### src/rtl/pipeline_hazard_unit.sv
`default_nettype none
// ============================================================================
//  Module   : pipeline_hazard_unit
//  Purpose  : Hazard sequencer for the 5-stage datapath. It stalls on load-use
//             hazards, flushes on taken branches, and freezes the pipe while
//             data memory is busy. A memory timeout forces a release and
//             raises a sticky error.
//  Ports    : clk, reset (sync, active-high)
//             id_rs/id_rt/id_uses_rt        - operands of the instruction in ID
//             ex_mem_read/ex_rt             - load in EX and its destination
//             ex_branch_taken               - branch in EX resolved taken
//             mem_req/mem_ack               - MEM-stage access handshake
//             mem_error_clr                 - clears the sticky mem_error
//             pc_en, ifid_en, idex_en, exmem_en       - register enables
//             ifid_flush, idex_flush, memwb_flush     - bubble inserts
//             mem_error                     - sticky memory-timeout flag
//  Option   : HAZARD_PERF_EN adds saturating counters stall_cycles and
//             flush_count (CNT_W bits each).
//  Revision : 1.0 - initial release
// ============================================================================
module pipeline_hazard_unit #(
    parameter int MEM_TIMEOUT = 15,
    parameter int WAIT_W      = 5
`ifdef HAZARD_PERF_EN
    ,
    parameter int CNT_W       = 32
`endif
) (
    input  logic             clk,
    input  logic             reset,
    input  logic [4:0]       id_rs,
    input  logic [4:0]       id_rt,
    input  logic             id_uses_rt,
    input  logic             ex_mem_read,
    input  logic [4:0]       ex_rt,
    input  logic             ex_branch_taken,
    input  logic             mem_req,
    input  logic             mem_ack,
    input  logic             mem_error_clr,
    output logic             pc_en,
    output logic             ifid_en,
    output logic             idex_en,
    output logic             exmem_en,
    output logic             ifid_flush,
    output logic             idex_flush,
    output logic             memwb_flush,
    output logic             mem_error
`ifdef HAZARD_PERF_EN
    ,
    output logic [CNT_W-1:0] stall_cycles,
    output logic [CNT_W-1:0] flush_count
`endif
);

    localparam logic [WAIT_W-1:0] c_MEM_TIMEOUT = WAIT_W'(MEM_TIMEOUT);

    typedef enum logic [0:0] {
        S_RUN      = 1'b0,
        S_MEM_WAIT = 1'b1
    } state_t;

    state_t              r_state;
    state_t              w_nextState;
    logic [WAIT_W-1:0]   r_waitCnt;
    logic [WAIT_W-1:0]   w_nextWaitCnt;
    logic                w_freeze;
    logic                w_timeout;
    logic                w_loadUse;

    // r0 is hard-wired zero, so a load targeting it can never create a hazard.
    assign w_loadUse = ex_mem_read && (ex_rt != 5'd0) &&
                       ((ex_rt == id_rs) || (id_uses_rt && (ex_rt == id_rt)));

    // Next-state / freeze decision
    always_comb begin
        w_nextState   = r_state;
        w_nextWaitCnt = r_waitCnt;
        w_freeze      = 1'b0;
        w_timeout     = 1'b0;
        case (r_state)
            S_RUN: begin
                if (mem_req && !mem_ack) begin
                    w_freeze      = 1'b1;
                    w_nextState   = S_MEM_WAIT;
                    w_nextWaitCnt = WAIT_W'(1);
                end
            end
            S_MEM_WAIT: begin
                if (mem_ack) begin
                    w_nextState   = S_RUN;
                    w_nextWaitCnt = '0;
                end else if (r_waitCnt < c_MEM_TIMEOUT) begin
                    w_freeze      = 1'b1;
                    w_nextWaitCnt = r_waitCnt + 1'b1;
                end else begin
                    // Give up on the access: release the pipe this cycle.
                    w_timeout     = 1'b1;
                    w_nextState   = S_RUN;
                    w_nextWaitCnt = '0;
                end
            end
            default: begin
                w_nextState   = S_RUN;
                w_nextWaitCnt = '0;
            end
        endcase
    end

    // Pipeline control, priority: reset > freeze > branch > load-use > normal.
    // During a freeze EX is held, so a branch or load-use there is simply
    // re-evaluated once the pipe is released.
    always_comb begin
        pc_en       = 1'b1;
        ifid_en     = 1'b1;
        idex_en     = 1'b1;
        exmem_en    = 1'b1;
        ifid_flush  = 1'b0;
        idex_flush  = 1'b0;
        memwb_flush = 1'b0;
        if (reset) begin
            pc_en       = 1'b0;
            ifid_en     = 1'b0;
            idex_en     = 1'b0;
            exmem_en    = 1'b0;
            ifid_flush  = 1'b1;
            idex_flush  = 1'b1;
            memwb_flush = 1'b1;
        end else if (w_freeze) begin
            pc_en       = 1'b0;
            ifid_en     = 1'b0;
            idex_en     = 1'b0;
            exmem_en    = 1'b0;
            memwb_flush = 1'b1;
        end else if (ex_branch_taken) begin
            // The load-use consumer, if any, is wrong-path and gets flushed.
            ifid_flush  = 1'b1;
            idex_flush  = 1'b1;
        end else if (w_loadUse) begin
            pc_en       = 1'b0;
            ifid_en     = 1'b0;
            idex_flush  = 1'b1;
        end
    end

    always_ff @(posedge clk) begin
        if (reset) begin
            r_state   <= S_RUN;
            r_waitCnt <= '0;
            mem_error <= 1'b0;
        end else begin
            r_state   <= w_nextState;
            r_waitCnt <= w_nextWaitCnt;
            // A new timeout beats a simultaneous clear.
            if (w_timeout) begin
                mem_error <= 1'b1;
            end else if (mem_error_clr) begin
                mem_error <= 1'b0;
            end
        end
    end

`ifdef HAZARD_PERF_EN
    logic w_stallEvt;
    logic w_flushEvt;

    assign w_stallEvt = w_freeze || (w_loadUse && !ex_branch_taken);
    assign w_flushEvt = !w_freeze && ex_branch_taken;

    always_ff @(posedge clk) begin
        if (reset) begin
            stall_cycles <= '0;
            flush_count  <= '0;
        end else begin
            if (w_stallEvt && (stall_cycles != '1)) begin
                stall_cycles <= stall_cycles + 1'b1;
            end
            if (w_flushEvt && (flush_count != '1)) begin
                flush_count <= flush_count + 1'b1;
            end
        end
    end
`endif

endmodule
`default_nettype wire

### config.mk
export PLATFORM = sky130hd
export DESIGN_NAME = pipeline_hazard_unit
export DESIGN_NICKNAME = d
export VERILOG_FILES = /design/src/rtl/pipeline_hazard_unit.sv
export SDC_FILE = /design/constraint.sdc
export NUM_CORES = 1
export LEC_CHECK = 0
export CORE_MARGIN = 2
export CORE_UTILIZATION = 38
export DETAILED_ROUTE_END_ITERATION = 8
export PLACE_DENSITY = 0.79
export SYNTH_ARGS = -nofsm -noshare
export SYNTH_HDL_FRONTEND = slang
export SYNTH_SLANG_ARGS = --single-unit
### constraint.sdc
create_clock -name clk -period 3.6 [get_ports clk]
set_clock_uncertainty 0.2 [all_clocks]
set_input_delay 0.72 -clock clk [delete_from_list [all_inputs] [get_ports clk]]
set_output_delay 0.72 -clock clk [all_outputs]
set_load 0.02 [all_outputs]
==> out/metrics.yaml, run 1 <==
dr.pass1.iters: 4
dp_hpwl_um: 1174
antenna_cells: 0
top_layer: "met4"
cts.sinks: 7
wl_met2_um: 692
syn_nets: 86
synth_edf_count: 0
cts_tree: "yes"
clk_latency_ns: 0.25
hold_path_class: "flip-flop to flip-flop"
post-route-util: 0.6816
antenna_left: 0
fin_crit_sh: 0.9536
final_nets: 123
met1_length_um: 588
synth_top_area_share: 0.2718
crit_path_end_kind: "output port"
drt-wirelength-per-cell_um: 12.36
final_cells: 113
criticalPathCategory: "primary input to output port"
std_cell_rows: 13
dieHeight_um: 40.83
place.port_buffers: 30
place_area_um2: 853.3
async_flop_share: 0
viasPerCell: 5.221
hold_buffers: 0
grt_usage: 0.1872
setup_viol: 0
gr-total-overflow: 0
synth_area_leaders: "dfxtp_1 (27%), xor2_1 (15%), a21oi_1 (7.8%), inv_1 (3.6%), nor2_1 (3.6%)"
dpl.cell_count: 109
via_count: 590
netlist_area_um2: 515.5
outcome: "complete, no violations"
cts_setup_buffers: 0
synth_cell_types: 28
drt_iter0_markers: 10
pin_count: 31
maxSlewViolCount: 0
start_util: 0.4012
remaining_drc_errors: 0
synth_top_area_cell: "dfxtp_1"
synth-seq-cells: 7
path_clk_slew_ns: 0.05
tightest_slew_ns: 0.3491
die_w_um: 40.83
grt_pass1_wl_um: 1994
core_um2: 1285
place.gp.congestion: 0.7288
hold_viol_final: 0
routed-wl-met3_um: 101
wirelength_um: 1397
rsz0062_at_grt: "no"
leakage_uw: 0.0003527
area_delta_synth_final_pct: 69.90
yosysMostFrequentCell: "xor2_1"
min_period_ns: 3.433
cts_htree_levels: 1
stdcell_area_um2: 875.8
fillers: 106
max-cap-violations: 0
clockBufferDepth: 2
grt_pass1_vias: 510
netlist_instances: 62
avgSynthCellArea_um2: 8.314
yosys_warnings: 0
synth_common_cells: "xor2_1 (9), a21oi_1 (8), dfxtp_1 (7)"
maxSlewHeadroom: 0.7673
numCtsBuffers: 3
ctsResizeCount: 3
synth_flop_cell: "dfxtp_1"
startpoint_type: "primary input"
crit_arrival_ns: 2.51
crit_fanout: 3
vdd_ir_drop_max_mv: 0.1143
layout-drive-gt1-share: 0.1020
clockRootBuffer: "clkbuf_4"
dieArea_um2: 1667
required_ns: 2.68
grt_max_degree: 9
fmax_ghz: 0.2913
powerDensity_nw_per_um2: 267.4
seq_area_frac_synth: 0.2718
antenna_found_initial: 0
hold_ws_ns: 0.3038
placed cells by master (no fill, tap or decap), drive strengths merged:
| master | synthesis | layout |
|---|---|---|
| a21oi | 8 | 8 |
| a22oi | 1 | 1 |
| a2bb2oi | 1 | 1 |
| a311oi | 1 | 1 |
| a32oi | 1 | 1 |
| a41o | 1 | 1 |
| a41oi | 1 | 1 |
| buf | 2 | 5 |
| clkbuf | 1 | 4 |
| clkdlybuf4s50 | 0 | 27 |
| dfxtp | 7 | 7 |
| dlygate4sd2 | 0 | 3 |
| ha | 1 | 1 |
| inv | 5 | 5 |
| nand2 | 1 | 1 |
| nand2b | 2 | 2 |
| nand4 | 2 | 2 |
| nor2 | 5 | 5 |
| nor2b | 2 | 2 |
| nor3 | 2 | 2 |
| nor3b | 2 | 2 |
| nor4 | 1 | 1 |
| o21ai | 2 | 2 |
| o31a | 1 | 1 |
| o41ai | 1 | 1 |
| or4 | 1 | 1 |
| xnor2 | 1 | 1 |
| xor2 | 9 | 9 |
per-stage QoR:
stage | total power, µW | setup slack (ns) | TNS [ns]
2_1_floorplan | 117.4 | 0.7236 | 0
4_1_cts | 236.3 | 0.1668 | 0
5_1_grt | 245.1 | 0.02283 | 0
3_3_place_gp | 162.9 | -0.03516 | -0.03574
6_report | 234.2 | 0.1670 | 0
3_5_place_dp | 164.2 | -0.09848 | -0.1130
worst max-delay path, stage by stage:
cell,delay (ns)
clkdlybuf4s50_1,0.50
nor3b_1,0.33
a21oi_1,0.13
a21oi_1,0.24
inv_1,0.06
clkdlybuf4s50_1,0.54
logic make-up after synthesis:
| logic type | synth area share |
|---|---|
| XOR/XNOR | 0.1699 |
| adder cells (fa/ha/maj) | 0.02427 |
| buffers and inverters | 0.07280 |
| flip-flops | 0.2718 |
| AO/OA/AOI/OAI | 0.2476 |
| AND/OR/NAND/NOR | 0.2136 |
where the power goes:
part / switching (µW) / internal, µW / total, µW / leakage, µW
registers: 2.28 / 79.2 / 81.5 / 0.0000568
logic: 33.7 / 45.1 / 78.8 / 0.000281
clock network: 31.5 / 42.5 / 74.0 / 0.0000150
total: 67.5 / 167 / 234 / 0.000353
registers in the layout, summed over array words and instances, names as in the netlist:
register	count
r_waitCnt	5
r_state	1
mem_error	1
layer usage:
metal,GRT usage,vias up
li1,-,300
met1,0.1851,259
met2,0.3555,29
met3,0.03804,2
met4,0.1000,0
met5,0,-
final timing paths:
| path | slack, ns | to | startpoint | cells after the start |
|---|---|---|---|---|
| worst max-delay path | 0.17 | ifid_flush | mem_req | 6 |
| worst min-delay path | 0.30 | r_waitCnt[4]$_SDFFE_PP0P_ | r_waitCnt[4]$_SDFFE_PP0P_ | 2 |
| worst max register to register | 2.04 | r_waitCnt[2]$_SDFFE_PP0P_ | r_waitCnt[2]$_SDFFE_PP0P_ | 4 |
| worst min register to register | 0.30 | r_waitCnt[4]$_SDFFE_PP0P_ | r_waitCnt[4]$_SDFFE_PP0P_ | 2 |
cell type report:
| type | count | area [µm²] | area share |
|---|---|---|---|
| multi-input cells | 47 | 337.8 | 0.3857 |
| repair buffers | 35 | 334.1 | 0.3814 |
| flip-flops and latches | 7 | 140.1 | 0.1600 |
| clock buffers | 4 | 26.28 | 0.03000 |
| inverters | 5 | 18.77 | 0.02143 |
| well taps | 15 | 18.77 | 0.02143 |
Power figures use the tool's default switching activity.
==> inputs of run 2 (changes only) <==
--- a/config.mk
+++ b/config.mk
@@ -5,10 +5,12 @@
 export SDC_FILE = /design/constraint.sdc
 export NUM_CORES = 1
 export LEC_CHECK = 0
-export CORE_MARGIN = 2
-export CORE_UTILIZATION = 38
+export CORE_AREA = 2 2 39 41
+export CTS_BUF_LIST = sky130_fd_sc_hd__clkbuf_4 sky130_fd_sc_hd__clkbuf_8
 export DETAILED_ROUTE_END_ITERATION = 8
-export PLACE_DENSITY = 0.79
+export DIE_AREA = 0 0 41 43
+export MAX_ROUTING_LAYER = met4
+export PLACE_DENSITY = 0.8
 export SYNTH_ARGS = -nofsm -noshare
 export SYNTH_HDL_FRONTEND = slang
 export SYNTH_SLANG_ARGS = --single-unit
==> run 2 against run 1 <==
Combinational power fell by 2%. Maximum frequency down 0.82%. Worst hold slack barely moved. Setup slack worse by 0.028 ns. Utilization decreased by 5.0 points. Via count is 1.9% higher. First-iteration DRC count is 50% lower. Final area fell by 0.29%. Highest routed layer unchanged.
==> out/metrics.yaml, run 2 (same netlist as run 1, synthesis figures left out) <==
outcome: "complete, no violations"
dr.pass1.iters: 4
viasPerCell: 5.319
antenna_cells: 0
core_um2: 1384
ctsResizeCount: 3
gr-usage-met2: 0.3219
wirelength_um: 1325
start_util: 0.3725
crit_arrival_ns: 2.54
remaining_drc_errors: 0
maxSlewViolCount: 0
antenna_left: 0
crit_fanout: 5
cts_setup_buffers: 0
tightest_slew_ns: 0.3315
dieArea_um2: 1763
hold_buffers: 0
drt-wirelength-per-cell_um: 11.73
min_period_ns: 3.461
vdd_ir_drop_max_mv: 0.1449
reg2reg_slack_ns: 2.06
final-seq-area_um2: 140.1
area_delta_synth_final_pct: 69.42
cts_tree: "yes"
multi_input_area_um2: 337.8
cts.sinks: 7
path_clk_slew_ns: 0.05
via_count: 601
final_cell_mix: "clkdlybuf4s50_1 (27), xor2_1 (9), a21oi_1 (8), dfxtp_1 (7)"
rsz0062_at_grt: "no"
total_power_uw: 242.3
powerDensity_nw_per_um2: 277.5
busiest_layer: "met2"
antenna_found_initial: 0
postLayoutSetupSlackWorst_ns: 0.1385
grt_pass1_wl_um: 2277
numCtsBuffers: 3
fin_crit_sh: 0.9615
cts_htree_levels: 1
dp_hpwl_um: 1110
hold_ws_ns: 0.3037
dieHeight_um: 43
hold_path_class: "flip-flop to flip-flop"
top_register: "r_waitCnt"
place.gp.congestion: 0.7108
pin_count: 31
clockRootBuffer: "clkbuf_4"
maxSlewHeadroom: 0.7785
required_ns: 2.68
clockBufferDepth: 2
use_met3: 0.03141
place.port_buffers: 30
fillers: 130
drt_iter0_markers: 5
reg.largest.list: "r_waitCnt: 5 flops, mem_error: 1 flops, r_state: 1 flops"
crit_path_end_kind: "output port"
criticalPathCategory: "primary input to output port"
largest_register_ff_count: 5
startpoint_type: "primary input"
met1_usage: 0.1981
die_w_um: 41
final_nets: 122
grt_usage: 0.1910
clk_latency_ns: 0.26
setup_viol: 0
hold_viol_final: 0
gr-total-overflow: 0
grt_max_degree: 9
max-cap-violations: 0
std_cell_rows: 14
leakage_uw: 0.0003513
layout-drive-gt1-share: 0.1031
dpl_worst_slack_ns: -0.1242
final_common_cell: "clkdlybuf4s50_1"
fmax_ghz: 0.2889
grt_pass1_vias: 599
[run 2: stage by stage]
step           std cells  TNS (ns)  cell area (µm²)  utilization
2_1_floorplan         62         0            515.5            -
3_3_place_gp         109   -0.1670            847.1       0.6121
3_5_place_dp         109   -0.2242            847.1       0.6121
4_1_cts              113         0            873.3       0.6311
5_1_grt              113         0            873.3       0.6311
6_report             113         0            873.3       0.6311
[run 2: final cells by class]
type	instances	share of cell area
clock buffer	4	0.03438
inverter	5	0.02149
multi-input combinational	47	0.3868
sequential	7	0.1605
tap	16	0.02292
timing repair buffer	34	0.3739
[run 2: report_power, final]
| part | switching (µW) | leakage [µW] | internal (µW) |
|---|---|---|---|
| sequential | 2.37 | 0.0000568 | 79.2 |
| combinational | 32.6 | 0.000276 | 44.4 |
| clock | 33.7 | 0.0000184 | 50.1 |
[run 2: critical path: stages]
cell             delay (ns)
clkdlybuf4s50_1        0.48
nor3b_1                0.36
a21oi_1                0.13
a21oi_1                0.24
inv_1                  0.06
clkdlybuf4s50_1        0.54
[run 2: routing by layer]
layer | vias up | routed length [µm]
met1 | 275 | 522
met2 | 28 | 683
met5 | - | 0
met3 | 5 | 87
li1 | 293 | -
met4 | 0 | 31
[run 2: worst paths after layout]
kind	startpoint	to	cells after the start
worst max register to register	r_waitCnt[2]$_SDFFE_PP0P_	r_waitCnt[2]$_SDFFE_PP0P_	4
worst min-delay path	r_waitCnt[4]$_SDFFE_PP0P_	r_waitCnt[4]$_SDFFE_PP0P_	2
worst min register to register	r_waitCnt[4]$_SDFFE_PP0P_	r_waitCnt[4]$_SDFFE_PP0P_	2
worst max-delay path	mem_ack	ifid_flush	6
